<file path="config.mk">
export PLATFORM = sky130hd
export DESIGN_NAME = usb_pkt_serializer
export DESIGN_NICKNAME = d
export VERILOG_FILES = /design/src/rtl/usb_pkg.sv /design/src/rtl/usb_ser_piso.sv /design/src/rtl/usb_pkt_serializer.sv
export SDC_FILE = /design/constraint.sdc
export NUM_CORES = 1
export LEC_CHECK = 0
export CAP_MARGIN = 10
export CORE_MARGIN = 5
export CORE_UTILIZATION = 56
export DETAILED_ROUTE_END_ITERATION = 12
export PLACE_DENSITY = 0.87
export SETUP_SLACK_MARGIN = 0.5
export SYNTH_ARGS = -nofsm -noshare
export SYNTH_HDL_FRONTEND = slang
export SYNTH_HIERARCHICAL = 1
export SYNTH_SLANG_ARGS = --single-unit
</file>
<file path="constraint.sdc">
create_clock -name clk -period 3.5 [get_ports clk]
set_clock_uncertainty 0.2 [all_clocks]
set_input_delay 1.05 -clock clk [delete_from_list [all_inputs] [get_ports clk]]
set_output_delay 1.05 -clock clk [all_outputs]
set_load 0.01 [all_outputs]
</file>
<file path="src/rtl/usb_pkg.sv">
// rtl/usb_pkg.sv - shared encodings and frame constants for the USB transmit path
package usb_pkg;

    typedef enum logic [1:0] {
        PKT_NONE      = 2'b00,
        PKT_TOKEN     = 2'b01,
        PKT_HANDSHAKE = 2'b10,
        PKT_DATA      = 2'b11
    } pkt_type_e;

    typedef enum logic [1:0] {
        CRC_NONE = 2'b00,
        CRC_5    = 2'b01,
        CRC_16   = 2'b10
    } crc_sel_e;

    // Written in line order: leftmost bit goes on the wire first.
    localparam logic [7:0] SYNC      = 8'b00000001;

    localparam logic [7:0] PID_ACK   = 8'hD2;
    localparam logic [7:0] PID_OUT   = 8'hE1;
    localparam logic [7:0] PID_DATA0 = 8'hC3;

    localparam int HDR_BITS       = 16;
    localparam int HANDSHAKE_BITS = 16;
    localparam int TOKEN_BITS     = 27;

    function automatic logic [7:0] bit_rev8(input logic [7:0] v);
        logic [7:0] r;
        for (int i = 0; i < 8; i++) begin
            r[i] = v[7-i];
        end
        return r;
    endfunction

    // Shift register must hold the longest of a token or a full data frame.
    function automatic int frame_width(input int max_bytes);
        int dw;
        dw = HDR_BITS + 8 * max_bytes;
        return (dw > TOKEN_BITS) ? dw : TOKEN_BITS;
    endfunction

endpackage

</file>
<file path="src/rtl/usb_ser_piso.sv">
// rtl/usb_ser_piso.sv - width-parametrised LSB-out parallel-in serial-out register
module usb_ser_piso #(
    parameter int W = 8
) (
    input  logic         clk,
    input  logic         rst,
    input  logic         clr,
    input  logic         load,
    input  logic [W-1:0] load_data,
    input  logic         shift_en,
    output logic         dout
);

    logic [W-1:0] sr_q;
    logic [W-1:0] sr_d;

    always_comb begin
        sr_d = sr_q;
        if (clr) begin
            sr_d = '0;
        end else if (load) begin
            sr_d = load_data;
        end else if (shift_en) begin
            sr_d = {1'b0, sr_q[W-1:1]};
        end
    end

    always_ff @(posedge clk) begin
        if (rst) begin
            sr_q <= '0;
        end else begin
            sr_q <= sr_d;
        end
    end

    assign dout = sr_q[0];

endmodule

</file>
<file path="src/rtl/usb_pkt_serializer.sv">
// rtl/usb_pkt_serializer.sv - USB packet serializer FSM; USB_SER_ABORT_EN adds an abort input
module usb_pkt_serializer
    import usb_pkg::*;
#(
    parameter int MAX_DATA_BYTES = 8,
    parameter int LW             = $clog2(MAX_DATA_BYTES + 1)
) (
    input  logic                        clk,
    input  logic                        rst,
    input  logic [1:0]                  pkt_type,
    input  logic                        pkt_valid,
    output logic                        pkt_ready,
    input  logic [7:0]                  pid,
    input  logic [10:0]                 token_body,
    input  logic [8*MAX_DATA_BYTES-1:0] data,
    input  logic [LW-1:0]               data_len,
`ifdef USB_SER_ABORT_EN
    input  logic                        abort,
`endif
    output logic                        s_out,
    output logic                        s_valid,
    input  logic                        bit_ready,
    output logic [1:0]                  crc_sel,
    output logic                        crc_init,
    output logic                        crc_en,
    output logic                        eop,
    input  logic                        line_done,
    output logic                        pkt_sent
);

    localparam int FW = frame_width(MAX_DATA_BYTES);
    localparam int CW = $clog2(FW + 1);
    localparam int HW = $clog2(HDR_BITS + 1);

    typedef enum logic [1:0] {
        S_IDLE,
        S_SHIFT,
        S_EOP_WAIT
    } state_e;

    state_e         state_q, state_d;
    logic [CW-1:0]  cnt_q, cnt_d;
    logic [HW-1:0]  hdr_q, hdr_d;
    crc_sel_e       sel_q, sel_d;
    logic           init_q, init_d;

    logic           abort_w;
    logic           piso_load;
    logic           piso_shift;
    logic           piso_clr;
    logic           piso_out;
    logic           sent_c;

    logic [LW-1:0]  len_c;
    logic [FW-1:0]  frame;
    logic [CW-1:0]  frame_len;
    crc_sel_e       frame_sel;

`ifdef USB_SER_ABORT_EN
    assign abort_w = abort;
`else
    assign abort_w = 1'b0;
`endif

    // Frame assembled so the shift register emits it LSB-first in line order.
    always_comb begin
        len_c      = (data_len > LW'(MAX_DATA_BYTES)) ? LW'(MAX_DATA_BYTES) : data_len;
        frame      = '0;
        frame[7:0] = bit_rev8(SYNC);
        frame[15:8] = pid;
        frame_len  = CW'(HANDSHAKE_BITS);
        frame_sel  = CRC_NONE;
        case (pkt_type)
            PKT_TOKEN: begin
                frame[26:16] = token_body;
                frame_len    = CW'(TOKEN_BITS);
                frame_sel    = CRC_5;
            end
            PKT_DATA: begin
                frame[16 +: 8*MAX_DATA_BYTES] = data;
                frame_len = CW'(HDR_BITS) + (CW'(len_c) << 3);
                frame_sel = CRC_16;
            end
            default: begin
                frame_len = CW'(HANDSHAKE_BITS);
                frame_sel = CRC_NONE;
            end
        endcase
    end

    always_comb begin
        state_d    = state_q;
        cnt_d      = cnt_q;
        hdr_d      = hdr_q;
        sel_d      = sel_q;
        init_d     = 1'b0;
        piso_load  = 1'b0;
        piso_shift = 1'b0;
        piso_clr   = 1'b0;
        sent_c     = 1'b0;
        case (state_q)
            S_IDLE: begin
                if (pkt_valid && (pkt_type != PKT_NONE)) begin
                    piso_load = 1'b1;
                    cnt_d     = frame_len;
                    hdr_d     = HW'(HDR_BITS);
                    sel_d     = frame_sel;
                    init_d    = 1'b1;
                    state_d   = S_SHIFT;
                end
            end
            S_SHIFT: begin
                if (abort_w) begin
                    piso_clr = 1'b1;
                    cnt_d    = '0;
                    hdr_d    = '0;
                    sel_d    = CRC_NONE;
                    state_d  = S_IDLE;
                end else if (bit_ready) begin
                    piso_shift = 1'b1;
                    cnt_d      = cnt_q - CW'(1);
                    if (hdr_q != '0) begin
                        hdr_d = hdr_q - HW'(1);
                    end
                    if (cnt_q == CW'(1)) begin
                        state_d = S_EOP_WAIT;
                    end
                end
            end
            S_EOP_WAIT: begin
                // Abort wins over a simultaneous line_done so no completion is reported.
                if (abort_w) begin
                    piso_clr = 1'b1;
                    sel_d    = CRC_NONE;
                    state_d  = S_IDLE;
                end else if (line_done) begin
                    sent_c   = 1'b1;
                    piso_clr = 1'b1;
                    sel_d    = CRC_NONE;
                    state_d  = S_IDLE;
                end
            end
            default: begin
                state_d = S_IDLE;
            end
        endcase
    end

    always_ff @(posedge clk) begin
        if (rst) begin
            state_q <= S_IDLE;
            cnt_q   <= '0;
            hdr_q   <= '0;
            sel_q   <= CRC_NONE;
            init_q  <= 1'b0;
        end else begin
            state_q <= state_d;
            cnt_q   <= cnt_d;
            hdr_q   <= hdr_d;
            sel_q   <= sel_d;
            init_q  <= init_d;
        end
    end

    usb_ser_piso #(
        .W(FW)
    ) u_piso (
        .clk      (clk),
        .rst      (rst),
        .clr      (piso_clr),
        .load     (piso_load),
        .load_data(frame),
        .shift_en (piso_shift),
        .dout     (piso_out)
    );

    // Outputs are forced quiet while rst is held so the line sees no partial frame.
    assign pkt_ready = rst || (state_q == S_IDLE);
    assign s_valid   = !rst && (state_q == S_SHIFT);
    assign s_out     = s_valid && piso_out;
    assign crc_en    = s_valid && (hdr_q == '0);
    assign crc_sel   = rst ? 2'b00 : sel_q;
    assign crc_init  = !rst && init_q;
    assign eop       = !rst && (state_q == S_EOP_WAIT) && !abort_w;
    assign pkt_sent  = !rst && sent_c;

endmodule
</file>
## Yosys cells after proc, flatten, opt, wreduce, memory -nomap -nowiden

Index checks and enable logic that the tools add are counted.

| storage, ports and cells | value |
|---|---|
| bits of input ports | 94 |
| output and inout port bits | 9 |
| word-level logic and storage cells | 71 |
| register bits | 97 |

| operators by class | value |
|---|---|
| magnitude comparators | 1 |
| add/subtract/negate cells | 3 |
| reductions and logical operators | 22 |
| mux-type cells | 28 |
| equal/unequal tests | 10 |

Operators by type and width:

| cell | number |
|---|---|
| 80-bit two-way mux | 2 |
| 53-bit two-way mux | 1 |
| 7-bit one-hot mux with 2 select lines | 2 |
| 11-bit one-hot mux with 2 select lines | 1 |
| 5-bit two-way mux | 3 |
| 7-bit two-way mux | 2 |
| 2-bit two-way mux | 6 |
| 2-bit inequality test, second input constant | 5 |
| 5-bit one-hot mux with 2 select lines | 1 |
| 2-bit one-hot mux with 2 select lines | 2 |
| 4-bit AND reduction | 2 |
| 2-bit nonzero test | 4 |
| 5-bit by 7-bit adder with 7-bit output, first input constant | 1 |
| 7-bit by 1-bit == test with 1-bit output, second input constant | 1 |
| 1-bit logical AND | 7 |
| 7-bit by 1-bit subtractor with 7-bit output, second input constant | 1 |
| 1-bit two-way mux | 6 |
| 2-bit one-hot mux with 3 select lines | 1 |
| 3-bit AND reduction | 2 |
| 5-bit logical NOT | 1 |
| 5-bit nonzero test | 1 |
| 5-bit by 1-bit subtractor with 5-bit output, second input constant | 1 |
| 2-bit by 1-bit == test with 1-bit output, second input constant | 2 |
| 2-bit == test, second input constant | 2 |
| other kinds (7) | 7 |

## Depth between registers and ports, before layout

Gate-level depths: netlist of run 1.

| depth | value |
|---|---|
| depth in word-level cells | 6 |
| gate-level depth with buffers | 9 |
| gate-level depth less buffers | 6 |

## Cells and area by module

The synthesis of run 1 kept the hierarchy.

Modules (own cells, without submodules):

| module | times used | cells an instance | area an instance (um2) |
|---|---|---|---|
| usb_ser_piso | 1 | 357 | 3688.5 |
| usb_pkt_serializer | 1 | 223 | 1615.3 |

## Worst setup path after synthesis of run 1

OpenSTA, ideal clock, no wires.

| timing path | value |
|---|---|
| path kind | input-to-output |
| from | input port rst |
| to | output port pkt_sent |
| arrival time | 1569 ps |
| data required time | 2250 ps |
| buffers on the path | 1 |
| path slack | 681 ps |
| cell stages on the path | 3 |
| cells stage by stage | buf_6 > nor2_1 > and2_1 |

| on the way | value |
|---|---|
| word-level cells in the longest chain between the ends | 2 |

RTL lines:

| element | RTL line | RTL |
|---|---|---|
| start, declared | usb_pkt_serializer.sv:9 | `input logic rst,` |
| 1-bit logical NOT | usb_pkt_serializer.sv:185 | `assign pkt_sent = !rst && sent_c;` |
| 1-bit logical AND | usb_pkt_serializer.sv:185 |  |
| end, declared | usb_pkt_serializer.sv:28 | `output logic pkt_sent` |

No other way between the ends.

## Worst setup path after layout of run 1

| timing path | value |
|---|---|
| from | register hdr_q[0] |
| to | output port crc_en |

| on the way | value |
|---|---|
| word-level cells in the longest chain between the ends | 2 |

RTL lines:

| element | RTL line | RTL |
|---|---|---|
| start, declared | usb_pkt_serializer.sv:43 | `logic [HW-1:0] hdr_q, hdr_d;` |
| start signal, assigned | usb_pkt_serializer.sv:159 | `hdr_q <= hdr_d;` |
| 5-bit logical NOT | usb_pkt_serializer.sv:181 | `assign crc_en = s_valid && (hdr_q == '0);` |
| 1-bit logical AND | usb_pkt_serializer.sv:181 |  |
| end, declared | usb_pkt_serializer.sv:25 | `output logic crc_en,` |

No other way between the ends.

==> flow_metrics.tcl, run 1 <==
set metrics [dict create \
    status "completed" \
    setup_viol 0 \
    pre_cts_ws_ns -0.201 \
    synthArstFlopShare_pct 0 \
    cts_max_level 3 \
    start_util_pct 57.4 \
    first_pass_iters 4 \
    crit_end "crc_en" \
    wl_per_cell_um 15.6 \
    relSlewSlack_pct 58.5 \
    fp.dieW_um 107 \
    vias 4443 \
    cts_buffer_depth 2 \
    diodes 0 \
    yosys_most_used_dff "dfxtp_1" \
    antenna_found_initial 0 \
    die_area_um2 11500 \
    dpl.cell_count 776 \
    synth_top_area_share_pct 36.6 \
    drv_slew 0 \
    min_period_ns 2.97 \
    reg2reg_depth 6 \
    crit_type "flop to output pin" \
    critPathMaxFanout 2 \
    end_kind "output pin" \
    seqCellArea_um2 1950 \
    worst_slew_pin_slew_ns 0.622 \
    post-route-period-util_pct 84.8 \
    synth-seq-cells 97 \
    crit_path_max_incr_delay_ns 0.50 \
    syn2layout_area_growth_pct 24.8 \
    critPathArrivalTime_ns 1.72 \
    clock_sinks 97 \
    startpoint "hdr_q[0]$_SDFFE_PP0P_" \
    hold_viol 0 \
    slowest_stage "or4b_4" \
    rsz0062_at_grt "yes" \
    clk_pin_slew_worst_paths_ns 0.09 \
    cp-start-kind "flop" \
    synth_area_leaders "dfxtp_1 37%, mux2i_1 17%, a211oi_1 12%" \
    setup_ws_ns 0.531 \
    gp_congestion 0.842 \
    root_buffer "clkbuf_8" \
    p_leak_nw 2.57 \
    die_h_um 107 \
    fillers 697 \
    r2r_slack_ns 1.37 \
    required_ns 2.25 \
    drc_errors 0 \
    coreArea_um2 9240 \
    place_hpwl_mm 8.24 \
    wl_mm 12.4 \
    yosysSeqAreaShare_pct 36.6 \
    yosysWarnings 6 \
    multi_input_area_um2 3110 \
    cts_tree "yes" \
    initialDrtViolationCount 142 \
    power_density_nw_per_um2 393 \
    clk_latency_ns 0.35 \
    post-route-cell-area_um2 6620 \
    yosys-top-cells-count "97 x dfxtp_1, 90 x mux2i_1, 86 x nor2b_1" \
    cts_made_buffers 9 \
    yosysMostFrequentCell "dfxtp_1" \
    peakVddDrop_mv 0.238 \
    postSynthAreaPerCell_um2 9.14 \
    rows 35 \
    track_usage_pct 21.8 \
    r2r_end "u_piso/sr_q[5]$_SDFFE_PP0P_" \
    vias_per_cell 5.59 \
    antenna_left 0 \
    fin_util_pct 71.6 \
    grt_pass1_vias 4571 \
    port_buffers 102 \
    grt_pass1_wl_mm 21.1 \
    nNetsFinal 760 \
    synthCells 580 \
    synthesis.area_um2 5300 \
    num_io_pins 103 \
    placed_area_um2 6350 \
    yosys.area.top_type "dfxtp_1" \
    worstHoldPathType "flop to flop" \
    drive_gt1_share_pct 8.56 \
    stdcell_count 795 \
    grt_max_degree 72 \
    cap_violations 0 \
    yosysUniqueCellTypes 49 \
    max_freq_mhz 337 \
    cp_cell_sequence "inv_4 -> ha_4 -> or4b_4 -> nor3_4 -> buf_2" \
    synth-edff-count 0 \
    reg2reg_from "state_q[1]$_SDFFE_PP0P_" \
    grt_overflow 0 \
]
## cell type report
| class | instances | share of cell area, % |
|---|---|---|
| repair buffers | 118 | 17.4 |
| clock inverters | 4 | 0.794 |
| flip-flops and latches | 97 | 29.4 |
| clock buffers | 11 | 2.29 |
| multi-input cells | 425 | 47.0 |
| well taps | 129 | 2.44 |
| inverters | 11 | 0.737 |
## critical path: cells and delay by family, from the launching register on
family                     cells  cell delay (ns)
buffers and inverters          2             0.21
DFF                            1             0.34
and+or+nand+nor                2             0.69
adders and majority gates      1             0.13
## layout by cell type, fill, tap and decap left out, drive strengths merged, types with 3 or more instances in the layout
master / n
or4: 3
and3: 53
nand2: 8
o21ai: 9
dfxtp: 97
clkbuf: 12
or3: 3
nor2b: 86
nor2: 23
clkinvlp: 3
ha: 4
nor3: 7
nand2b: 5
inv: 11
a211oi: 82
conb: 8
buf: 19
a21oi: 14
dlygate4sd2: 6
clkdlybuf4s50: 90
mux2i: 90
## logic make-up after synthesis
group,synth area share [%]
AND/OR/NAND/NOR,23.0
AO/OA/AOI/OAI,16.0
flip-flops,36.6
multiplexers,17.2
buffers and inverters,5.85
adder cells (fa/ha/maj),0.944
other,0.142
XOR/XNOR,0.330
## sequential cells by signal (all words and copies together), names as in the netlist
signal       flops
sel_q            2
state_q          2
init_q           1
hdr_q            5
u_piso/sr_q     80
cnt_q            7
## metal layers
layer  track usage, %  wire length [µm]  up-vias  part of all wire [%]
met3             3.60               473       17                   3.8
met2             37.2              6000       88                    48
met1             28.3              5730     2087                    46
met5                0                 0        -                     0
li1                 -                 -     2251                     -
met4             6.21               171        0                   1.4
## through the flow
step           hold WS (ns)  power, mW  TNS, ns
2_1_floorplan         0.238       1.66        0
3_3_place_gp          0.253       1.83   -0.510
3_5_place_dp          0.262       1.86   -0.794
4_1_cts               0.289       2.59        0
5_1_grt               0.314       2.73        0
6_report              0.283       2.60        0
## power by group
group | leakage [nW] | internal, mW | switching (mW)
Combinational | 1.67 | 0.314 | 0.283
Clock | 0.0937 | 0.366 | 0.372
Sequential | 0.800 | 1.20 | 0.0632
## worst min-delay path by stage
stage / from / end / slack [ns] / depth (start not counted)
after global routing: hdr_q[1]$_SDFFE_PP0P_ / hdr_q[1]$_SDFFE_PP0P_ / 0.31 / 2
after CTS: hdr_q[1]$_SDFFE_PP0P_ / hdr_q[1]$_SDFFE_PP0P_ / 0.29 / 2
after floorplan: hdr_q[4]$_SDFFE_PP0P_ / hdr_q[4]$_SDFFE_PP0P_ / 0.24 / 2
after detailed placement: hdr_q[1]$_SDFFE_PP0P_ / hdr_q[1]$_SDFFE_PP0P_ / 0.26 / 2
after global placement: hdr_q[1]$_SDFFE_PP0P_ / hdr_q[1]$_SDFFE_PP0P_ / 0.25 / 2
final: hdr_q[1]$_SDFFE_PP0P_ / hdr_q[1]$_SDFFE_PP0P_ / 0.28 / 2
## timing repair
| action | 4_1_cts | 5_1_grt |
|---|---|---|
| buffers inserted | 0 | 4 |
| gates resized for setup | 21 | 18 |
| hold buffers | 0 | 0 |
| pin swaps | 1 | 1 |
| setup endpoints to repair | 9 | 54 |
Note: power is estimated with default switching activity, not from simulation.
==> run 2, diff against run 1 <==
Settings changed: CORE_UTILIZATION 56 to 47, PLACE_DENSITY 0.87 to 0.78.
Clock period 3.5 ns to 2.55 ns, I/O delays scaled along.
==> flow_metrics.tcl, run 2 (synthesized netlist as in run 1, its figures left out) <==
set metrics [dict create \
    min_period_ns 2.60 \
    setup_ws_ns -0.0510 \
    clk_latency_ns 0.34 \
    regMostFlops "u_piso/sr_q" \
    post-route-period-util_pct 102 \
    nNetsFinal 802 \
    grt_overflow 0 \
    worst_slew_pin_slew_ns 0.515 \
    grt_max_degree 80 \
    cts_made_buffers 9 \
    layout.cells.most_common_list "93 x dfxtp_1, 90 x mux2i_1, 86 x clkdlybuf4s50_1" \
    largest_reg_flops 80 \
    cts_max_level 3 \
    top_regs "u_piso/sr_q (80), cnt_q (7), hdr_q (5)" \
    pre_cts_ws_ns -0.576 \
    whs_endpoint "hdr_q[1]$_SDFFE_PP0P_" \
    wl_mm 14.0 \
    rsz0062_at_grt "yes" \
    drive_gt1_share_pct 20.3 \
    critPathMaxFanout 2 \
    start_util_pct 48.5 \
    final_common_cell "dfxtp_1" \
    relSlewSlack_pct 65.7 \
    power_density_nw_per_um2 550 \
    root_buffer "clkbuf_16" \
    min_from "hdr_q[1]$_SDFFE_PP0P_" \
    die_area_um2 13500 \
    fp.dieW_um 116 \
    hold_depth 2 \
    cp-start-kind "flop" \
    place_hpwl_mm 8.66 \
    r2r_end "hdr_q[3]$_SDFFE_PP0P_" \
    coreArea_um2 10900 \
    vias 4704 \
    rows 38 \
    startpoint "hdr_q[0]$_SDFFE_PP0P_" \
    diodes 0 \
    die_h_um 116 \
    cts_tree "yes" \
    critPathArrivalTime_ns 1.64 \
    setup_viol 1 \
    reg2reg_from "hdr_q[0]$_SDFFE_PP0P_" \
    p_leak_nw 2.98 \
    max_freq_mhz 384 \
    cap_violations 0 \
    cts_buffer_depth 2 \
    clk_pin_slew_worst_paths_ns 0.07 \
    num_io_pins 103 \
    clock_sinks 97 \
    r2r_slack_ns 0.48 \
    drc_errors 0 \
    seqCellArea_um2 1950 \
    wl_per_cell_um 16.5 \
    gp_congestion 0.834 \
    hold_viol 0 \
    syn2layout_area_growth_pct 42.7 \
    antenna_left 0 \
    fillers 835 \
    initialDrtViolationCount 217 \
    drv_slew 0 \
    finalPower_mw 4.16 \
    first_pass_iters 4 \
    end_kind "output pin" \
    antenna_found_initial 0 \
    hold_slack_ns 0.277 \
    track_usage_pct 19.9 \
    grt_pass1_wl_mm 22.2 \
    reg2reg_depth 8 \
    multi_input_area_um2 3320 \
    finalSetupTns_ns -0.0510 \
    vias_per_cell 5.54 \
    required_ns 1.59 \
    peakVddDrop_mv 0.399 \
    worstHoldPathType "flop to flop" \
    grt_pass1_vias 4736 \
    crit_type "flop to output pin" \
    failed_checks "setup timing" \
    port_buffers 102 \
    status "complete, but fails checks" \
]
==> run 2: timing repair <==
item                                    in CTS  in global routing
cloned                                       5                  0
buffers inserted                             7                  6
pin swaps                                    6                  7
endpoints found under the setup margin     101                 21
hold buffers                                 0                  0
gates resized for setup                     95                 17
==> run 2: per-stage QoR <==
step           std cells  utilization (%)  cell area (µm²)
6_report             849             69.2             7570
3_5_place_dp         815             62.0             6790
3_3_place_gp         815             62.0             6790
2_1_floorplan        586                -             5580
4_1_cts              843             68.1             7450
5_1_grt              849             69.2             7570
==> run 2: layout make-up <==
type	count	area share [%]
repair buffers	160	23.2
well taps	140	2.32
multi-input cells	425	43.9
clock inverters	7	1.09
inverters	11	0.777
clock buffers	9	2.98
flip-flops and latches	97	25.8
==> run 2: metal layers <==
layer  up-vias  routed length (µm)  global-route usage (%)
li1       2341                   -                       -
met1      2211                6210                    25.8
met2       129                6660                    33.9
met3        23                 843                    4.15
met4         0                 261                    5.26
met5         -                   0                       0
==> run 2: worst max-delay path, stage by stage (launching register included) <==
cell     delay, ns
dfxtp_2       0.33
inv_2         0.07
ha_4          0.13
or4b_4        0.48
nor3_4        0.13
buf_2         0.15
==> run 2: worst max-delay path by stage <==
stage          endpoint  slack [ns]  cells past startpoint
3_3_place_gp      s_out       -0.57                      5
5_1_grt          crc_en       -0.12                      5
2_1_floorplan    crc_en        0.41                      4
6_report         crc_en       -0.05                      5
4_1_cts          crc_en       -0.06                      5
3_5_place_dp      s_out       -0.58                      5
==> run 2: power by group <==
group	internal, mW	switching, mW
clock network	0.778	0.626
logic	0.569	0.458
registers	1.65	0.0800
==> run 3, diff against run 2 <==
Settings changed: SETUP_SLACK_MARGIN 0.5 to 0.15.
==> flow_metrics.tcl, run 3 (synthesized netlist as in run 1, its figures left out) <==
set metrics [dict create \
    status "completed" \
    clk_pin_slew_worst_paths_ns 0.07 \
    drive_gt1_share_pct 12.5 \
    clock_sinks 97 \
    setup_viol 0 \
    track_usage_pct 19.0 \
    fp.dieW_um 116 \
    min_period_ns 2.53 \
    port_buffers 102 \
    antenna_left 0 \
    fillers 910 \
    start_util_pct 48.5 \
    seq_power_share_pct 42.9 \
    path_buf_inv 2 \
    critPathMaxFanout 2 \
    grt_pass1_wl_mm 21.3 \
    vias_per_cell 5.39 \
    hold_viol 0 \
    die_area_um2 13500 \
    cts_hold_buf 0 \
    initialDrtViolationCount 248 \
    layout.cells.most_common_list "96 x dfxtp_1, 90 x mux2i_1, 90 x clkdlybuf4s50_1" \
    gp_congestion 0.828 \
    post-route-period-util_pct 99.1 \
    crit_family "simple AND/OR/NAND/NOR gates" \
    root_buffer "clkbuf_16" \
    pre_cts_ws_ns -0.582 \
    final_common_cell "dfxtp_1" \
    min_from "sel_q[0]$_SDFFE_PP0P_" \
    cts_made_buffers 9 \
    setup_ws_ns 0.0220 \
    place_hpwl_mm 9.04 \
    critPathArrivalTime_ns 1.56 \
    cp_cell_sequence "inv_2 -> ha_4 -> or4b_4 -> nor3_2 -> buf_2" \
    cap_violations 0 \
    hold_depth 2 \
    crit_path_max_incr_delay_ns 0.46 \
    p_leak_nw 2.76 \
    startpoint "hdr_q[0]$_SDFFE_PP0P_" \
    regMostFlops "u_piso/sr_q" \
    num_io_pins 103 \
    rsz0062_at_grt "yes" \
    syn2layout_area_growth_pct 31.5 \
    first_pass_iters 5 \
    crit_type "flop to output pin" \
    r2r_end "hdr_q[0]$_SDFFE_PP0P_" \
    finalPower_mw 4.04 \
    coreArea_um2 10900 \
    antenna_found_initial 0 \
    cts_buffer_depth 2 \
    hold_slack_ns 0.295 \
    drv_slew 0 \
    largest_reg_flops 80 \
    wl_mm 12.5 \
    vias 4503 \
    grt_overflow 0 \
    max_freq_mhz 396 \
    seqCellArea_um2 1940 \
    reg2reg_from "hdr_q[0]$_SDFFE_PP0P_" \
    power_density_nw_per_um2 579 \
    placed_area_um2 6620 \
    cts_tree "yes" \
    pwr-share-comb_pct 21.7 \
    worstHoldPathType "flop to flop" \
    pwr-share-clk_pct 35.4 \
    slowest_stage "or4b_4" \
    peakVddDrop_mv 0.338 \
    wl_per_cell_um 15.0 \
    required_ns 1.59 \
    top_regs "u_piso/sr_q (80), cnt_q (7), hdr_q (5)" \
    end_kind "output pin" \
    clk_latency_ns 0.34 \
    whs_endpoint "sel_q[0]$_SDFFE_PP0P_" \
    reg2reg_depth 9 \
    relSlewSlack_pct 65.7 \
    r2r_slack_ns 0.46 \
    multi_input_area_um2 3110 \
    die_h_um 116 \
    worst_slew_pin_slew_ns 0.514 \
    fin_util_pct 63.8 \
    internal-power_mw 3.00 \
    cp-start-kind "flop" \
    post-route-cell-area_um2 6980 \
    netSwitchingFraction_pct 25.8 \
    grt_max_degree 44 \
    p_sw_mw 1.04 \
    rows 38 \
    grt_pass1_vias 4595 \
    drc_errors 0 \
    cts_max_level 3 \
    diodes 0 \
    nNetsFinal 788 \
]
run 3: cell types whose count changed in the layout (fill, tap and decap cells not counted), sizes merged:
cell           previous run  this run
buf                      67        50
bufbuf                    2         0
bufinv                    1         2
clkbuf                    9        12
clkdlybuf4s15             1         2
clkdlybuf4s50            86        90
clkinv                    0         2
clkinvlp                  2         1
dlygate4sd2               3         2
dlymetal6s2s              1         0
inv                      15        12
run 3: worst max-delay path by stage:
stage                     slack, ns  cells after the start                           end
after floorplan                0.16                      9  u_piso/sr_q[66]$_SDFFE_PP0P_
after global placement        -0.55                      5                      pkt_sent
after detailed placement      -0.58                      5                         s_out
after CTS                      0.01                      5                        crc_en
after global routing          -0.04                      5                        crc_en
final                          0.02                      5                        crc_en
run 3: repair_timing:
action,4_1_cts,5_1_grt
gates cloned,1,0
buffers inserted,4,0
pin swaps,1,0
resized for setup,38,7
setup endpoints to repair,9,8
run 3: final cells by class:
class / instances / area share, %
clock buffers: 10 / 3.28
clock inverters: 6 / 1.29
inverters: 11 / 0.664
multi-input cells: 425 / 44.5
flip-flops and latches: 97 / 27.9
well taps: 140 / 2.51
repair buffers: 146 / 19.9
run 3: layer usage:
metal	up-vias	share of wire, %	track usage, %
met2	99	49	32.4
met3	11	4.7	2.95
met1	2094	45	25.1
met4	0	0.85	4.64
li1	2299	-	-
met5	-	0	0
run 3: per-stage QoR:
stage | setup TNS, ns | std cells
finish | 0 | 835
global route | -0.0358 | 835
CTS | 0 | 835
detailed placement | -5.45 | 814
global placement | -4.10 | 814
floorplan | 0 | 586
run 3: power by group through the flow:
| stage | combinational [mW] | sequential (mW) | clock, mW |
|---|---|---|---|
| 2_1_floorplan | 0.538 | 1.74 | 0 |
| 3_3_place_gp | 0.825 | 1.76 | 0 |
| 3_5_place_dp | 0.852 | 1.76 | 0 |
| 4_1_cts | 0.879 | 1.73 | 1.46 |
| 5_1_grt | 0.966 | 1.75 | 1.53 |
| 6_report | 0.876 | 1.73 | 1.43 |
run 3: worst reg2reg max path, delay by kind of cell, from the launching register on:
kind | cells | cell delay, ns
xor+xnor | 1 | 0.13
simple gates | 2 | 0.51
flops | 1 | 0.32
fa+ha+maj | 1 | 0.13
compound gates | 1 | 0.16
buf+inv | 4 | 0.51
